==> config.mk <==
export PLATFORM = sky130hd
export DESIGN_NAME = tick_period_monitor
export DESIGN_NICKNAME = d
export VERILOG_FILES = /design/src/rtl/sdr_timing_pkg.sv /design/src/rtl/tick_interval_counter.sv /design/src/rtl/tick_period_monitor.sv
export SDC_FILE = /design/constraint.sdc
export NUM_CORES = 1
export LEC_CHECK = 0
export ABC_CLOCK_PERIOD_IN_PS = 2840
export CAP_MARGIN = 20
export CORE_ASPECT_RATIO = 1.4
export CORE_MARGIN = 10
export CORE_UTILIZATION = 45
export CTS_BUF_LIST = sky130_fd_sc_hd__clkbuf_16
export CTS_CLUSTER_DIAMETER = 120
export DETAILED_ROUTE_END_ITERATION = 10
export HOLD_SLACK_MARGIN = 0.08
export PLACE_DENSITY = 0.75
export SLEW_MARGIN = 10
export SYNTH_ARGS = -nofsm -noshare
export SYNTH_HDL_FRONTEND = slang
export SYNTH_SLANG_ARGS = --single-unit
export TNS_END_PERCENT = 1
==> constraint.sdc <==
create_clock -name clk -period 2.84 [get_ports clk]
set_input_delay 0.568 -clock clk [delete_from_list [all_inputs] [get_ports clk]]
set_output_delay 0.568 -clock clk [all_outputs]
set_load 0.05 [all_outputs]
==> src/rtl/sdr_timing_pkg.sv <==
// Shared timing-monitor definitions: monitor state encoding
// and error-counter width, reused by the SDR timing monitors.
package sdr_timing_pkg;

  typedef enum logic [1:0] {
    ST_IDLE    = 2'd0,
    ST_ACQUIRE = 2'd1,
    ST_LOCKED  = 2'd2
  } mon_state_e;

  localparam int ERR_W = 16;

endpackage

==> src/rtl/tick_interval_counter.sv <==
// Saturating interval counter for the tick period monitor.
// Ports: clk, rst (sync, active-high), enable (hold when 0),
// restart (load 1), cnt (current interval), at_limit (cnt==MAX).
module tick_interval_counter #(
  parameter int MAX = 12,
  parameter int W   = 4
) (
  input  logic         clk,
  input  logic         rst,
  input  logic         enable,
  input  logic         restart,
  output logic [W-1:0] cnt,
  output logic         at_limit
);

  assign at_limit = (cnt == W'(MAX));

  always_ff @(posedge clk) begin
    if (rst) begin
      cnt <= '0;
    end else if (enable) begin
      if (restart) begin
        cnt <= W'(1);
      end else if (!at_limit) begin
        cnt <= cnt + 1'b1;
      end
    end
  end

endmodule

==> src/rtl/tick_period_monitor.sv <==
// Tick period monitor: measures strobe interval, checks it
// against NOMINAL +/- TOL, reports lock / early / missing.
// Ports: clk, rst (sync, active-high), enable, tick_in;
// period, period_valid, locked, early, missing;
// err_count (only when TICK_MON_ERRCNT_EN is defined).
module tick_period_monitor
  import sdr_timing_pkg::*;
#(
  parameter int  NOMINAL    = 50000000,
  parameter int  TOL        = 2,
  parameter int  LOCK_COUNT = 4,
  localparam int WIDTH      = $clog2(NOMINAL + TOL + 1)
) (
  input  logic             clk,
  input  logic             rst,
  input  logic             enable,
  input  logic             tick_in,
  output logic [WIDTH-1:0] period,
  output logic             period_valid,
  output logic             locked,
  output logic             early,
  output logic             missing
`ifdef TICK_MON_ERRCNT_EN
  ,
  output logic [ERR_W-1:0] err_count
`endif
);

  localparam int RW = $clog2(LOCK_COUNT + 1);
  localparam logic [WIDTH-1:0] LO = WIDTH'(NOMINAL - TOL);
  localparam logic [RW-1:0] RUN_LAST = RW'(LOCK_COUNT - 1);

  mon_state_e       state;
  logic [RW-1:0]    run;
  logic [WIDTH-1:0] cnt;
  logic             at_limit;
  logic             active;
  logic             early_hit;
  logic             miss_hit;

  tick_interval_counter #(
    .MAX (NOMINAL + TOL),
    .W   (WIDTH)
  ) u_cnt (
    .clk      (clk),
    .rst      (rst),
    .enable   (enable),
    .restart  (tick_in),
    .cnt      (cnt),
    .at_limit (at_limit)
  );

  // A tick at the limit is a good tick, so missing needs !tick_in.
  always_comb begin
    active    = enable && (state != ST_IDLE);
    early_hit = active && tick_in && (cnt < LO);
    miss_hit  = active && !tick_in && at_limit;
  end

  always_ff @(posedge clk) begin
    if (rst) begin
      state        <= ST_IDLE;
      run          <= '0;
      period       <= '0;
      period_valid <= 1'b0;
      locked       <= 1'b0;
      early        <= 1'b0;
      missing      <= 1'b0;
    end else begin
      period_valid <= 1'b0;
      early        <= 1'b0;
      missing      <= 1'b0;
      if (enable) begin
        unique case (state)
          ST_IDLE: begin
            if (tick_in) begin
              state <= ST_ACQUIRE;
              run   <= '0;
            end
          end
          ST_ACQUIRE, ST_LOCKED: begin
            if (tick_in) begin
              period       <= cnt;
              period_valid <= 1'b1;
              if (early_hit) begin
                early  <= 1'b1;
                locked <= 1'b0;
                run    <= '0;
                state  <= ST_ACQUIRE;
              end else if (state == ST_ACQUIRE) begin
                run <= run + 1'b1;
                if (run == RUN_LAST) begin
                  state  <= ST_LOCKED;
                  locked <= 1'b1;
                end
              end
            end else if (miss_hit) begin
              missing <= 1'b1;
              locked  <= 1'b0;
              run     <= '0;
              state   <= ST_IDLE;
            end
          end
          default: state <= ST_IDLE;
        endcase
      end
    end
  end

`ifdef TICK_MON_ERRCNT_EN
  always_ff @(posedge clk) begin
    if (rst) begin
      err_count <= '0;
    end else if ((early_hit || miss_hit) && (err_count != '1)) begin
      err_count <= err_count + 1'b1;
    end
  end
`endif

endmodule
# == Yosys cells after proc, flatten, opt, wreduce, memory -nomap -nowiden ==
# Index checks and enable logic that the tools add are counted.
# totals
register_bits,61
output_inout_bits,30
# classes
n_addsub,2
order_cmp,1
eq_ne,11
mux,23
bitwise,3
reduce_logical,19
# op_table
cell,count
$mux 26,2
$add 26x1->26 const B,1
$eq 26x26->1 const B,1
$lt 26x26->1 const B,1
$mux 3,5
$reduce_and 5->1,3
$mux 2,6
$mux 1,8
$ne 4x4->1 const B,2
$reduce_or 4->1,2
$ne 3x1->1 const B,2
$pmux 3 s2,1
$reduce_bool 2->1,3
$logic_and 1x1->1,5
$ne 2x2->1 const B,2
$pmux 2 s2,1
$add 3x1->3 const B,1
$eq 3x2->1 const B,1
$ne 3x3->1 const B,1
$not 1->1,3
$reduce_and 3->1,1
$reduce_or 3->1,1
$eq 2x1->1 const B,1
$eq 2x2->1 const B,1
4 further kinds,4

# == Logic depth before layout (Yosys ltp) ==
# Gate-level depths: netlist of the first run.
# logic_depth
depth_word,7
ltp_mapped,8
ltp_nobuf,8

# == Cells and area by module ==
# From an unflattened synthesis of the first run, not the netlist that was laid out.
# hier_totals
cells_unflattened,362
area_unflattened_um2,2944.1
# modules_own_cells
module,n_inst,cells_each,area_per_inst_um2
tick_period_monitor,1,189,1537.7
tick_interval_counter,1,173,1406.3

# == Least setup slack after synthesis of the first run ==
# OpenSTA, ideal clock, no wires.
# synth_timing
path_type,input to register
start,input tick_in
end,register state[0]
arrival_ns,2.245
required_time_ns,2.770
path_slack_ns,0.524
cell_stages,6
path_cell_list,or4b_1 nor3_2 a311oi_1 a211o_1 or4_1 a21oi_1
# synth_between
elab_chain_len,5
# synth_rtl
element,line,rtl
"start, declared",tick_period_monitor.sv:17,"input logic tick_in,"
$logic_not 1->1 or $logic_and 1x1->1 (tied branches),"tick_period_monitor.sv:57, tick_period_monitor.sv:56",
"$logic_and 1x1->1, on equally long branches","tick_period_monitor.sv:57, tick_period_monitor.sv:56",
$logic_and 1x1->1 or $mux 2 (tied branches),"tick_period_monitor.sv:57, tick_period_monitor.sv:85",
$ne 3x3->1 (no line) or $mux 2 (tied branches),-,
$reduce_and 5->1 (no line) or $pmux 2 s2 (tied branches),-,
"end signal, assigned",tick_period_monitor.sv:62,state <= ST_IDLE;
"end signal, assigned",tick_period_monitor.sv:77,state <= ST_ACQUIRE;
"end signal, assigned",tick_period_monitor.sv:89,state <= ST_ACQUIRE;
"end, declared",tick_period_monitor.sv:33,mon_state_e state;
# Several ways; a longest one is shown, not always the timed one.
# A chain may end at the register's enable or synchronous reset.

# == Final worst setup path of the first run ==
# Same ends and word-level chain as after synthesis.

==> results.md, run 1 <==
- The run finished with clean final reports.
- The clock transition at the register clock pins on the worst setup and hold paths after CTS is 50 ps.
- The maximum fanout count along the critical path is 3.
- The total wire length is 6.19 mm.
- IR analysis of the VDD net gives a maximum drop of 0.276 mV.
- The final design instance area without fill is 0.00336 mm².
- On the critical path, the stage with the largest delay is an instance of sky130_fd_sc_hd__or4_1.
- STA classifies the critical path endpoint as a register.
- Relative to the synthesized area, the layout overhead comes to 26.3%.
- The count of hold buffers inserted by post-cts repair is 0.
- The first TritonRoute pass finished after 4 iterations.
- The delay of the slowest cell on the worst path is 490 ps.
- A synthesized cell averages 8.05 µm².
- The clock tree root buffer cell is sky130_fd_sc_hd__clkbuf_16.
- By instance count, the leading cell after synthesis is sky130_fd_sc_hd__nand2_1.
- The beginning of the critical path is tick_in.
- The antenna diode instance count is 0.
- The effective utilization at floorplan is 46.0%.
- Setup slack on the worst reg-to-reg path comes out at 430 ps.
- The transition time of the tightest slew-check pin is 677 ps.
- In this run the number of cells on the critical path is 7.
- After synthesis the netlist holds a flip-flop and latch count of 61.
- The setup fix buffers added after clock tree synthesis is 0.
- The required time at the endpoint of the critical path is 3100 ps.
- The total setup violations reported at the end of the flow is 0.
- The wire length of the first global-routing pass is 10.9 mm.
- Dividing the detail-routed via count by the number of cells gives 5.40.
- Walking the worst path, the cells encountered are clkdlybuf4s50_1 -> or4b_1 -> nor3_2 -> a311oi_1 -> a211o_1 -> or4_1 -> a21oi_1.
- The type of origin of the critical path is a primary input.
- For the worst flop-to-flop path, the logic depth is 7.
- For this run, the post-layout net count is 380.
- The number of warning messages in the yosys log is 0.
- The number of antenna violations at the first check in global routing is 0.
- The synthesized net count is 342.
- The beginning of the worst register-to-register path is u_cnt.cnt[1]$_SDFFE_PP0P_.
- The overall global routing resource usage is 13.8%.
- The mapped cell area is 0.00266 mm².
- The endpoint of the worst setup timing path is state[0]$_SDFFE_PP0P_.
- The number of global-route vias before repair was 2420.
- CTS saw 61 sinks.
- The number of violations reported at the end of detailed-routing iteration 0 is 179.
- Counting the buffers created by CTS gives 9.
- After detailed routing, the average wire length per cell comes to 14.0 µm.
- After floorplanning, the core was divided into 33 placement rows.
- The floorplan step defined a die boundary enclosing 0.00942 mm².
- The insertion delay of the later-clocked pin in the worst-skew pair is 330 ps.
- The number of instances resized during post-cts repair is 0.
- The routed layout has 2392 vias.
- The number of antenna-violating nets in the routed design is 0.
- The area share of the largest cell type after synthesis is 46.0%.
- The total count of max-transition violations in the final report is 0.
- The most frequently used flop master after synthesis is sky130_fd_sc_hd__dfxtp_1.
- Summed over all nets, the half-perimeter wirelength after detailed placement is 4.48 mm.
- The number of ports placed on the die boundary is 34.
- The die height is 111 µm.
- The final hold violation count is 0.
- Derived from the worst setup path, the maximum achievable clock frequency is 413 MHz.
- The fill cell instance count of the final layout is 539.
- Grouping stages by cell kind, the critical path spends the most delay in simple AND/OR/NAND/NOR gates.
- After synthesis, the cell types taking the most area are sky130_fd_sc_hd__dfxtp_1, sky130_fd_sc_hd__nand2_1, sky130_fd_sc_hd__a21oi_1.
- The post-synthesis sequential area ratio is 46.0%.
- The standby leakage power is 0.00112 µW.
- The TritonCTS clock tree is built.
- In this run the standard cell core region covers 0.00578 mm².
- The clock passes through at most 2 buffers.
- The number of buffers inserted by port buffering is 33.
- Setup repair after global routing left no endpoint under its margin.
- The setup TNS is 0 ps.
- Counting flops with an async set or reset pin after synthesis yields a share of 0%.
- Max-cap violations in this run came to 0.
- The most area-hungry cell type in the Yosys netlist is sky130_fd_sc_hd__dfxtp_1.
- The type of the tightest min-delay check is register to register.
- In the final layout, the share of cells above drive strength 1 is 7.24%.
- The worst relative slew slack is 54.6%.
- The pin count of the biggest net entering global routing is 41.
- The capture instance of the worst register-to-register path is state[0]$_SDFFE_PP0P_.
- The count of cell types in the netlist is 36.
- Yosys mapped a number of flops with a built-in enable equal to 0.
- The die is 84.9 µm wide.
- Together, buffers and inverters on the worst path number 1.
- The worst path needs 2420 ps of the cycle, external delays included.
- Routability-driven placement finished with a final weighted congestion of 0.849.
- For this run, design rule violations remaining after detail routing come to 0.
- Across the routed clock network, the largest skew measured is 4.63 ps.
- Data arrives at the worst endpoint at 2680 ps.
- The placed instance area is 0.00309 mm².
- The total overflow left after global routing is 0.
- The post-route fraction of the period consumed by the critical path is 85.3%.
- Dividing total power by cell area gives a power density of 565 mW/mm².
- The maximum level of the CTS H-tree is 3.
- The commonest cells after synthesis are sky130_fd_sc_hd__nand2_1, sky130_fd_sc_hd__dfxtp_1, sky130_fd_sc_hd__nor2_1, sky130_fd_sc_hd__a21oi_1.
- The critical path is of the primary input to register type.
- The number of cells produced by synthesis is 330.
[report_power, final]
group	switching [µW]	internal (µW)	total [µW]	leakage, µW
logic	50.8	25.0	75.9	0.000505
registers	5.86	862	868	0.000492
clock network	372	580	952	0.000120
[cell usage in the layout (no fill, tap or decap), types with 7 or more instances in the layout]
cell / count
sky130_fd_sc_hd__nand2_1: 67
sky130_fd_sc_hd__clkbuf_16: 9
sky130_fd_sc_hd__xor2_1: 15
sky130_fd_sc_hd__ha_1: 8
sky130_fd_sc_hd__clkdlybuf4s50_1: 33
sky130_fd_sc_hd__a21oi_1: 33
sky130_fd_sc_hd__inv_1: 9
sky130_fd_sc_hd__nor2_1: 37
sky130_fd_sc_hd__buf_4: 10
sky130_fd_sc_hd__nand4_1: 10
sky130_fd_sc_hd__nor3_1: 7
sky130_fd_sc_hd__o21ai_0: 8
sky130_fd_sc_hd__dfxtp_1: 61
sky130_fd_sc_hd__nand3_1: 15
[cell type report]
cell class / instances / area, µm² / area share (%)
clock buffers: 9 / 225 / 6.71
repair buffers: 43 / 405 / 12.1
well taps: 70 / 87.6 / 2.61
inverters: 9 / 33.8 / 1.01
flip-flops and latches: 61 / 1220 / 36.4
clock inverters: 7 / 42.5 / 1.27
multi-input cells: 244 / 1340 / 39.9
[state kept, by name, indices dropped and copies added, names as in the netlist]
register      cells
period_valid      1
run               3
period           26
locked            1
state             2
early             1
missing           1
u_cnt.cnt        26
[metal layers]
layer	vias up	wire length, µm	share of wire, %	global-route usage, %
li1	1214	-	-	-
met1	1126	2490	40	13.8
met2	36	3250	52	24.1
met3	16	289	4.7	4.04
met4	0	170	2.7	8.92
met5	-	0	0	0
[kinds of logic after synthesis]
| group | count (synthesis) | share of synthesized area [%] |
|---|---|---|
| AND/OR/NAND/NOR | 159 | 27.4 |
| adder cells (fa/ha/maj) | 8 | 3.77 |
| buffers and inverters | 25 | 3.77 |
| XOR/XNOR | 21 | 6.92 |
| flip-flops | 61 | 46.0 |
| AO/OA/AOI/OAI | 56 | 12.2 |
[through the flow]
stage               total power, µW  hold WS (ps)  utilization, %  cells  setup WS (ps)
global route                   1970           467            58.1    443            268
floorplan                       934           456               -    330            524
global placement                960           445            53.4    427           93.3
finish                         1900           451            58.1    443            416
CTS                            1920           457            58.1    443            428
detailed placement              961           448            53.4    427           92.6
[tightest hold or removal path: stages (launching register included)]
cell,delay (ps)
sky130_fd_sc_hd__dfxtp_1,300
sky130_fd_sc_hd__nand2_1,50
sky130_fd_sc_hd__a21oi_1,50
[worst min-delay path by stage]
stage | startpoint | end | slack (ps) | depth (start not counted)
2_1_floorplan | run[0]$_SDFFE_PP0P_ | run[0]$_SDFFE_PP0P_ | 460 | 1
3_3_place_gp | period[19]$_SDFFE_PP0P_ | period[19]$_SDFFE_PP0P_ | 440 | 2
3_5_place_dp | period[12]$_SDFFE_PP0P_ | period[12]$_SDFFE_PP0P_ | 450 | 2
4_1_cts | period[0]$_SDFFE_PP0P_ | period[0]$_SDFFE_PP0P_ | 460 | 2
5_1_grt | period[22]$_SDFFE_PP0P_ | period[22]$_SDFFE_PP0P_ | 470 | 2
6_report | period[8]$_SDFFE_PP0P_ | period[8]$_SDFFE_PP0P_ | 450 | 2
No activity file was read; power rests on OpenSTA's default activity.
==> run 2: changes to the inputs <==
Settings changed: PLACE_DENSITY 0.75 to 0.72.
==> run 2 against run 1 <==
Compared with the run above: fmax down 4.9%; setup slack got worse by 130 ps; utilization barely moved; sequential share of layout area about the same; clock power is 1% lower; final cell count increased by 0.23%.
==> results.md, run 2 (synthesis gave the netlist of run 1 again) <==
- The completed layout was analyzed and its total power is 1890 µW.
- The final critical path takes up 89.8% of the cycle.
- The share of power burned in registers is 46.0%.
- The startpoint identified for the worst register-to-register timing path is u_cnt.cnt[1]$_SDFFE_PP0P_.
- The total count of max-transition violations in the final report came to 0.
- The total setup violations reported at the end of the flow is 0.
- The number of antenna violations at the first check in global routing is 0.
- Summed over all nets, the switching power comes to 424 µW.
- The number of vias per cell is 5.32.
- In this run, placement finished with an instance count of 428.
- Leaving out filler cells and counting taps, the final layout contains 444.
- The final hold violation count is 0.
- In the post-route analysis, the smallest setup slack over all paths is 290 ps.
- The fill cell instance count of the final layout is 548.
- The required time at the endpoint of the critical path is 3090 ps.
- The clock period minus final worst setup slack is 2550 ps.
- The transition time of the tightest slew-check pin is 660 ps.
- For the final routed database, the setup TNS stands at 0 ps.
- The largest registers in the layout are period (26), u_cnt.cnt (26), run (3).
- The power per cell area is 562 mW/mm².
- The maximum frequency from static timing analysis is 392 MHz.
- The die height is 111 µm.
- For this run, the detailed router's first-pass iteration total came to 4.
- The total wire length is 6.39 mm.
- The number of violations reported at the end of detailed-routing iteration 0 is 155.
- The clock tree skew after final layout is 5.23 ps.
- The count of nets left with antenna violations once routing finished came out at 0.
- 34 I/O pins were placed.
- The hold path startpoint is period[22]$_SDFFE_PP0P_.
- Data arrives at the worst endpoint at 2800 ps.
- For this run, the total global-route usage over all layers was measured as 13.9%.
- The worst ir drop on vdd is 0.498 mV.
- The routed wirelength normalized by instance count is 14.4 µm.
- The H-tree generated during clock tree synthesis spans 3 levels.
- The TritonCTS clock tree is built.
- The total number of clock tree sinks is 61.
- The floorplan has 33 rows.
- At the end of routability-driven placement, the weighted congestion stood at 0.898.
- Of all nets on the critical path, the largest fanout is 10.
- The die footprint is 0.00942 mm².
- The maximum buffer depth of the clock tree is 2.
- The net count reported at finish is 381.
- The beginning of the critical path is tick_in.
- Setup repair after global routing left no endpoint under its margin.
- The pin count of the biggest net entering global routing is 41.
- The portion of total power attributed to combinational logic is 4.1%.
- For this design, the CTS-stage hold fixing added 0 buffers.
- The number of clock buffers added by TritonCTS is 9.
- The number of instances resized during post-cts repair is 0.
- The wire length of the first global-routing pass is 10.9 mm.
- The layout overhead on the synthesized area is 26.3%.
- Clock latency on the worst-skew pair, taken at its later pin, is 320 ps.
- The type of origin of the critical path is a primary input.
- Measured along the x axis, the die boundary spans 84.9 µm.
- The endpoint class of the critical path is a register.
- The standby leakage power is 0.00113 µW.
- The number of global-route vias before repair is 2337.
- The internal portion of total power is 1460 µW.
- After clock tree synthesis, the setup repair step added 0 buffers.
- Leaving out fill and tap cells, the most frequent cell in the layout is sky130_fd_sc_hd__nand2_1.
- The placed wire-length estimate after detailed placement is 4.44 mm.
- In the layout the commonest cells are sky130_fd_sc_hd__nand2_1, sky130_fd_sc_hd__dfxtp_1, sky130_fd_sc_hd__nor2_1.
- The type of the tightest min-delay check is register to register.
- Before CTS, the worst setup slack after placement is 7.53 ps.
- For this run the aggregate overflow at the end of global routing stands at 0.
- Of the total power, the share spent switching nets is 22.5%.
- The antenna diode instance count is 0.
- In the final layout, the share of cells above drive strength 1 is 7.49%.
- The final route contains 2364 vias.
- The clock tree root buffer cell is sky130_fd_sc_hd__clkbuf_16.
- In the routed design, unresolved DRC markers number 0.
- The share of total power dissipated in the clock network is 49.8%.
- After clock tree synthesis, the clock-pin slew on the worst setup and hold paths is 50 ps.
- Across the run, the number of max-cap violations was 0.
- The worst relative slew slack is 55.8%.
- The number of buffers inserted by port buffering is 33.
- The effective utilization at floorplan is 46.0%.
- The type of the worst setup path is primary input to register.
- The run finished with clean final reports.
- The placeable core region is 0.00578 mm².
- The area used by sequential logic in the layout is 0.00122 mm².
- The area of the multi-input gates is 0.00134 mm².
run 2: changes by cell type in the layout (fill, tap and decap cells not counted):
cell and change:
sky130_fd_sc_hd__buf_4 +1, sky130_fd_sc_hd__clkinvlp_4 -2, sky130_fd_sc_hd__clkinv_4 -1, sky130_fd_sc_hd__clkinv_1 -1, sky130_fd_sc_hd__inv_1 +1, sky130_fd_sc_hd__clkinv_2 +3
run 2: final cells by class:
cell class / count / area share [%]
sequential: 61 / 36.4
clock inverter: 7 / 1.01
tap: 70 / 2.61
timing repair buffer: 44 / 12.3
multi-input combinational: 244 / 39.9
clock buffer: 9 / 6.71
inverter: 9 / 1.01
run 2: critical path, cell delays in order:
cell	delay [ps]
sky130_fd_sc_hd__clkdlybuf4s50_1	490
sky130_fd_sc_hd__buf_4	180
sky130_fd_sc_hd__nand2_1	100
sky130_fd_sc_hd__a211o_1	240
sky130_fd_sc_hd__a211oi_1	390
sky130_fd_sc_hd__a21oi_1	170
sky130_fd_sc_hd__or4_1	510
sky130_fd_sc_hd__a21oi_1	150
run 2: through the flow:
step	hold WS [ps]	cell area (µm²)	utilization, %
2_1_floorplan	456	2660	-
3_3_place_gp	444	3100	53.5
3_5_place_dp	446	3100	53.5
4_1_cts	453	3350	58.0
5_1_grt	470	3350	58.0
6_report	451	3350	58.0
run 2: per-layer routing:
layer / up-vias / track usage [%] / share of wire (%)
met3: 7 / 4.12 / 4.4
met2: 37 / 23.7 / 52
li1: 1211 / - / -
met4: 0 / 7.60 / 1.2
met5: - / 0 / 0
met1: 1109 / 14.7 / 42
run 2: path summary, 6_finish.rpt:
| kind | end | slack, ps | cells past startpoint |
|---|---|---|---|
| setup / recovery | state[0]$_SDFFE_PP0P_ | 290 | 8 |
| hold / removal | period[22]$_SDFFE_PP0P_ | 450 | 2 |
| setup reg to reg | state[0]$_SDFFE_PP0P_ | 410 | 7 |
| hold reg to reg | period[22]$_SDFFE_PP0P_ | 450 | 2 |
run 2: power groups by stage:
stage          logic (µW)  registers (µW)  clock network, µW
6_report             77.9             868                940
5_1_grt              85.7             868               1000
4_1_cts              78.0             868                954
3_5_place_dp         77.4             885                  0
3_3_place_gp         76.1             885                  0
2_1_floorplan        48.4             886                  0
